## src/rtl/rf_wr_arbiter.sv

```systemverilog
// Two-requester arbiter for the register file's single write port: valid/ready grant, registered write,
// starvation watchdog and protocol check. Define ARB_FIXED_PRI_EN for fixed priority (req0 wins ties).
module rf_wr_arbiter #(
    parameter int DATA_W   = 16,
    parameter int SEL_W    = 3,
    parameter int MAX_WAIT = 4
) (
    input  logic              clk,
    input  logic              rst,
    input  logic              hold,
    input  logic              req0_valid,
    input  logic [SEL_W-1:0]  req0_sel,
    input  logic [DATA_W-1:0] req0_data,
    output logic              req0_ready,
    input  logic              req1_valid,
    input  logic [SEL_W-1:0]  req1_sel,
    input  logic [DATA_W-1:0] req1_data,
    output logic              req1_ready,
    output logic              wr_en,
    output logic [SEL_W-1:0]  wr_sel,
    output logic [DATA_W-1:0] wr_data,
    output logic              last_grant,
    output logic              err
);

    localparam logic [3:0] WAIT_LIMIT = 4'(MAX_WAIT);

    logic              wr_en_q, wr_en_d;
    logic [SEL_W-1:0]  wr_sel_q, wr_sel_d;
    logic [DATA_W-1:0] wr_data_q, wr_data_d;
    logic              last_grant_q, last_grant_d;
    logic              err_q, err_d;

    logic              pick1;
    logic [1:0]        vld;
    logic [1:0]        xfer;
    logic [1:0]        flag;
    logic [SEL_W-1:0]  sel_a  [2];
    logic [DATA_W-1:0] data_a [2];

    assign vld[0]    = req0_valid;
    assign vld[1]    = req1_valid;
    assign sel_a[0]  = req0_sel;
    assign sel_a[1]  = req1_sel;
    assign data_a[0] = req0_data;
    assign data_a[1] = req1_data;

    // pick1 selects requester 1 whenever it is the requester to serve, ignoring hold.
    always_comb begin
        pick1 = 1'b0;
`ifdef ARB_FIXED_PRI_EN
        pick1 = req1_valid & ~req0_valid;
`else
        if (req0_valid && req1_valid) begin
            pick1 = ~last_grant_q;
        end else begin
            pick1 = req1_valid;
        end
`endif
    end

    assign req0_ready = ~hold & req0_valid & ~pick1;
    assign req1_ready = ~hold & req1_valid & pick1;
    assign xfer[0]    = req0_ready;
    assign xfer[1]    = req1_ready;

    genvar gi;
    generate
        for (gi = 0; gi < 2; gi++) begin : g_req
            logic [3:0]        cnt_q, cnt_d;
            logic              pend_q, pend_d;
            logic [SEL_W-1:0]  psel_q;
            logic [DATA_W-1:0] pdata_q;
            logic              viol;

            always_comb begin
                cnt_d = 4'd0;
                if (vld[gi] && !xfer[gi]) begin
                    cnt_d = (cnt_q == WAIT_LIMIT) ? cnt_q : cnt_q + 4'd1;
                end
            end

            // A request left waiting must reappear unchanged on the following cycle.
            assign pend_d   = vld[gi] & ~xfer[gi];
            assign viol     = pend_q & (~vld[gi] | (sel_a[gi] != psel_q) | (data_a[gi] != pdata_q));
            assign flag[gi] = viol | (cnt_d == WAIT_LIMIT);

            always_ff @(posedge clk or posedge rst) begin
                if (rst) begin
                    cnt_q   <= 4'd0;
                    pend_q  <= 1'b0;
                    psel_q  <= '0;
                    pdata_q <= '0;
                end else begin
                    cnt_q   <= cnt_d;
                    pend_q  <= pend_d;
                    psel_q  <= sel_a[gi];
                    pdata_q <= data_a[gi];
                end
            end
        end
    endgenerate

    always_comb begin
        wr_en_d      = 1'b0;
        wr_sel_d     = wr_sel_q;
        wr_data_d    = wr_data_q;
        last_grant_d = last_grant_q;
        err_d        = err_q | (|flag);
        if (req0_ready) begin
            wr_en_d      = 1'b1;
            wr_sel_d     = req0_sel;
            wr_data_d    = req0_data;
            last_grant_d = 1'b0;
        end else if (req1_ready) begin
            wr_en_d      = 1'b1;
            wr_sel_d     = req1_sel;
            wr_data_d    = req1_data;
            last_grant_d = 1'b1;
        end
    end

    always_ff @(posedge clk or posedge rst) begin
        if (rst) begin
            wr_en_q      <= 1'b0;
            wr_sel_q     <= '0;
            wr_data_q    <= '0;
            last_grant_q <= 1'b1;
            err_q        <= 1'b0;
        end else begin
            wr_en_q      <= wr_en_d;
            wr_sel_q     <= wr_sel_d;
            wr_data_q    <= wr_data_d;
            last_grant_q <= last_grant_d;
            err_q        <= err_d;
        end
    end

    assign wr_en      = wr_en_q;
    assign wr_sel     = wr_sel_q;
    assign wr_data    = wr_data_q;
    assign last_grant = last_grant_q;
    assign err        = err_q;

endmodule
```

## config.mk

```make
export PLATFORM = sky130hd
export DESIGN_NAME = rf_wr_arbiter
export DESIGN_NICKNAME = d
export VERILOG_FILES = /design/src/rtl/rf_wr_arbiter.sv
export SDC_FILE = /design/constraint.sdc
export NUM_CORES = 1
export LEC_CHECK = 0
export CORE_ASPECT_RATIO = 2
export CORE_MARGIN = 3
export CORE_UTILIZATION = 45
export DETAILED_ROUTE_END_ITERATION = 6
export MAX_ROUTING_LAYER = met4
export PLACE_DENSITY = 0.73
export SYNTH_ARGS = -nofsm -noshare
export SYNTH_HDL_FRONTEND = slang
export SYNTH_SLANG_ARGS = --single-unit
export TNS_END_PERCENT = 50
```

## constraint.sdc

```tcl
create_clock -name clk -period 2.9 [get_ports clk]
set_clock_uncertainty 0.05 [all_clocks]
set_input_delay 0.725 -clock clk [delete_from_list [all_inputs] [get_ports clk]]
set_output_delay 0.725 -clock clk [all_outputs]
set_load 0.005 [all_outputs]
```

* After elaboration in Yosys (flattened, before gate mapping) *
Cells that the tools add are included.

operators by class
  add/subtract/negate cells = 2
  multipliers = 0
  div/mod/pow operators = 0
  magnitude comparators = 0
  equal/unequal tests = 8
  shift-type cells = 0
  muxes and demuxes = 13
  bitwise logic cells = 22
  reductions and logical operators = 7

operator list
  cell                 number
  $mux 16              2
  $ne 16x16->1         2
  $eq 4x3->1 const B   4
  $mux 4               4
  $add 4x1->4 const B  2
  $and 1x1->1          8
  $not 1->1            7
  $or 1x1->1           7
  $mux 3               2
  $ne 3x3->1           2
  $mux 1               5
  $logic_and 1x1->1    3
  $logic_not 1->1      2
  $reduce_bool 2->1    1
  $reduce_or 2->1      1

storage, ports and cells
  register bits after elaboration = 70
  latch bits = 0
  memory bits (writable) = 0
  bits in read-only memories = 0
  input bits = 43
  output and inout port bits = 24
  word-level logic and storage cells = 65
  memories = 0

* Longest topological paths before layout *
  depth after elaboration = 11
  mapped depth = 7
  depth with buffers taken out = 7

* Least setup slack after synthesis *
OpenSTA, ideal clock, no wires.

  path type = input to output
  start = input port req0_valid
  end = output port req1_ready
  arrival time = 1.285 ns
  data required time = 2.125 ns
  setup slack = 0.840 ns
  cell stages on the path = 3
  path buffers = 1
  path through = and2_2 -> nor3b_1 -> buf_2

on the way
  cells in the longest elaborated chain, start to end = 3

RTL lines
  element             RTL line  text
  start: declaration  11        input logic req0_valid,
  $logic_and 1x1->1   54        if (req0_valid && req1_valid) begin
  $mux 1              54
  $and 1x1->1         63        assign req1_ready = ~hold & req1_valid & pick1;
  end: declaration    18        output logic req1_ready,

No other way between the ends.

* Worst setup path after layout *
Ends and elaborated chain as after synthesis.

==> metrics.md <==
| Metric | Value |
|---|---|
| Worst skew pair latency | `320 ps` |
| Die Width | `just over 60 um` |
| Largest net degree at the start of global routing | `71` |
| Pint | `around 1900 uW` |
| Max rail drop VDD | `0.000478 V` |
| Clk slew on worst S/H paths | `~50 ps` |
| Status | `finished, violations left` |
| Die Footprint | `0.00731 mm2` |
| Most frequent cells in the layout | `dfrtp_1, clkdlybuf4s50_1, inv_1, xor2_1, a222oi_1` |
| Final Util | `between 60% and 70%` |
| CP Launch Type | `primary input` |
| Drt via density | `5.09` |
| Register area | `about 0.0018 mm2` |
| Core Footprint | `around 0.006 mm2` |
| Slowest cell delay on critical path | `430 ps` |
| Relative slew slack | `roughly 56%` |
| N_diodes | `0` |
| Yosys top cell by area | `dfrtp_1` |
| Fin crit period | `~2700 ps` |
| Mapped Cells | `about 230` |
| DRC violation total after the first TritonRoute iteration | `170` |
| First-pass GRT wire length | `10.8 mm` |
| CP Data Required Time | `between 2000 and 2500 ps` |
| Slew Viols, Final | `0` |
| Ys flop type | `dfrtp_1` |
| Synthesized Nets | `274` |
| CP max FO | `3` |
| Layout cell share with drive strength beyond 1 | `under 10%` |
| Yosys warnings | `0` |
| Violated checks | `DRC` |
| Total wire length | `roughly 6.5 mm` |
| WP buf/inv | `3` |
| Switching power | `590 uW` |
| Pwr/cell area | `629 mW/mm2` |
| Clk sinks | `70` |
| Clock power frac | `39.4%` |
| Final nets | `~360` |
| Fin crit share | `between 90 and 100%` |
| Gpl congestion | `0.766` |
| Worst Path Arrival | `a little under 2000 ps` |
| GRT overflow | `0` |
| Clk buf depth | `2` |
| Final hold violation count | `0` |
| Final setup violation count | `0` |
| DP HPWL | `approximately 4.7 mm` |
| CTS tree | `built` |
| RSZ-0062 raised after global routing | `false` |
| Synth-to-layout area growth | `39.4%` |
| CTS Buf Count | `9` |
| Commonest non-fill, non-tap cell in the layout | `dfrtp_1` |
| Num ports | `67` |
| Synth top area share | `between 60% and 70%` |
| Critical Path End Type | `output pin` |
| Post-placement cell area | `0.00366 mm2` |
| Iteration count of the initial detailed-routing pass | `7` |
| Initial antenna violation count | `0` |
| Seq cells post-synth | `70` |
| Footprint of the multi-input gates | `approximately 940 um2` |
| GR Util All Layers | `20.8%` |
| Syn Std Cell Area | `0.00282 mm2` |
| Seq pwr share | `between 40% and 50%` |
| # rows | `40` |
| Syn Area/Cell | `12.4 um2` |
| Hold Path Class | `register to register` |
| Number of max-cap violations | `0` |
| Critical path class | `primary input to output pin` |
| Routed WL per cell | `16.2 um` |
| Die H | `about 120 um` |
| Initial Util | `between 40% and 50%` |
| Leak | `about 0.0018 uW` |
| Sw frac | `around a quarter` |
| Fmax achieved | `about 370 MHz` |
| DRC viols | `1` |
| FFs w/ async S/R, synth | `between 90% and 100%` |
| Synth cell types | `31` |
| Comb pwr share | `15.8%` |
| Crit-path slowest cell | `clkdlybuf4s50_1` |
| Post-layout instance area | `roughly 0.0039 mm2` |
| Vias in the first global route | `2,198` |
| Seq/Total Area, Yosys | `approximately 62%` |
| Root Driver | `clkbuf_16` |
| Area contributors post-synth | `dfrtp_1, xor2_1, a222oi_1` |
| Buffers on Ports | `66` |
| Filler instances | `474` |
| Final setup TNS | `0 ps` |
| Detail Route Antenna Nets | `0` |
| CP Cell Sequence | `clkdlybuf4s50_1 -> and2_2 -> nor3b_2 -> buf_4 -> dlygate4sd2_1` |
| Worst-Margin Slew | `about 650 ps` |
| Total number of vias | `~2,000` |
| H-tree depth | `3` |
| Post-synth EDFFs | `0` |
| CP delay by family, top | `buffers and inverters` |
[logic make-up (layout without fill, tap and decap cells)]
kind of cell | Yosys count | in the layout | share of synthesized area (%)
AND/OR/NAND/NOR | 42 | 42 | 8.03
buffers and inverters | 35 | 122 | 4.84
multiplexers | 1 | 1 | 0.355
adder cells (fa/ha/maj) | 4 | 4 | 1.77
XOR/XNOR | 40 | 40 | 12.4
flip-flops | 70 | 70 | 62.2
AO/OA/AOI/OAI | 35 | 35 | 10.4
[Yosys cell counts (2+ instances only)]
master	number
a21oi_1	5
a222oi_1	19
buf_2	4
clkbuf_1	2
dfrtp_1	69
ha_1	4
inv_1	29
nand2_1	4
nand3_1	4
nand4_1	4
nor2_1	10
nor2b_1	2
nor3_1	4
nor3b_1	3
nor4_1	6
o21ai_0	3
o31ai_1	3
xnor2_1	16
xor2_1	24
[power by group through the flow]
| stage | combinational, uW | sequential [uW] | clock (uW) |
|---|---|---|---|
| 2_1_floorplan | 155 | 1120 | 0 |
| 3_3_place_gp | 388 | 1120 | 0 |
| 3_5_place_dp | 395 | 1120 | 0 |
| 4_1_cts | 398 | 1110 | 995 |
| 5_1_grt | 432 | 1120 | 1040 |
| 6_report | 391 | 1110 | 974 |
[what timing repair did]
action,CTS,global route
setup buffers,0,0
endpoints found under the setup margin,2,0
resized for setup,2,0
hold buffers,0,0
[per-stage QoR]
step	setup slack, ps	cells	total power (uW)	hold slack (ps)
detailed placement	-58.7	382	1520	430
global placement	-60.5	382	1510	421
global route	147	398	2590	471
finish	195	398	2470	438
floorplan	358	227	1280	415
CTS	187	398	2500	446
[flip-flops by register name, summed over array words and instances (netlist names)]
signal,count
g_req.pend_q,2
g_req.cnt_q,8
g_req.psel_q,6
wr_data,16
last_grant,1
wr_sel,3
g_req.pdata_q,32
wr_en,1
err,1
[metal layers]
layer,share of wire [%],vias up,global-route usage [%]
met1,36,994,23.7
li1,-,964,-
met3,4.0,11,5.49
met5,0,-,-
met4,1.9,0,7.30
met2,58,58,33.9
[worst reg2reg max path, cell delays in order, from the launching register on]
cell and delay [ps]:
dfstp_2 550, and2_2 170, nor3b_2 50, buf_4 150, buf_4 210, a222oi_1 380, inv_1 90
[final cells by class]
class | instances | share of cell area (%)
Sequential cell | 70 | 44.6
Clock buffer | 12 | 6.27
Tap cell | 84 | 2.67
Multi-Input combinational cell | 122 | 23.9
Inverter | 29 | 2.77
Timing Repair Buffer | 77 | 19.2
Clock inverter | 4 | 0.573
[final timing paths]
kind | slack, ps | start | cells past startpoint | endpoint
max | 190 | req0_valid | 5 | req1_ready
min reg2reg | 440 | wr_data[7] | 2 | wr_data[7]
min | 440 | wr_data[7] | 2 | wr_data[7]
min in group asynchronous | 740 | rst | 3 | g_req[1].cnt_q[3]
max in group asynchronous | 1750 | rst | 3 | last_grant
max reg2reg | 1120 | last_grant | 6 | wr_sel[1]
No activity file was read; power rests on OpenSTA's default activity.
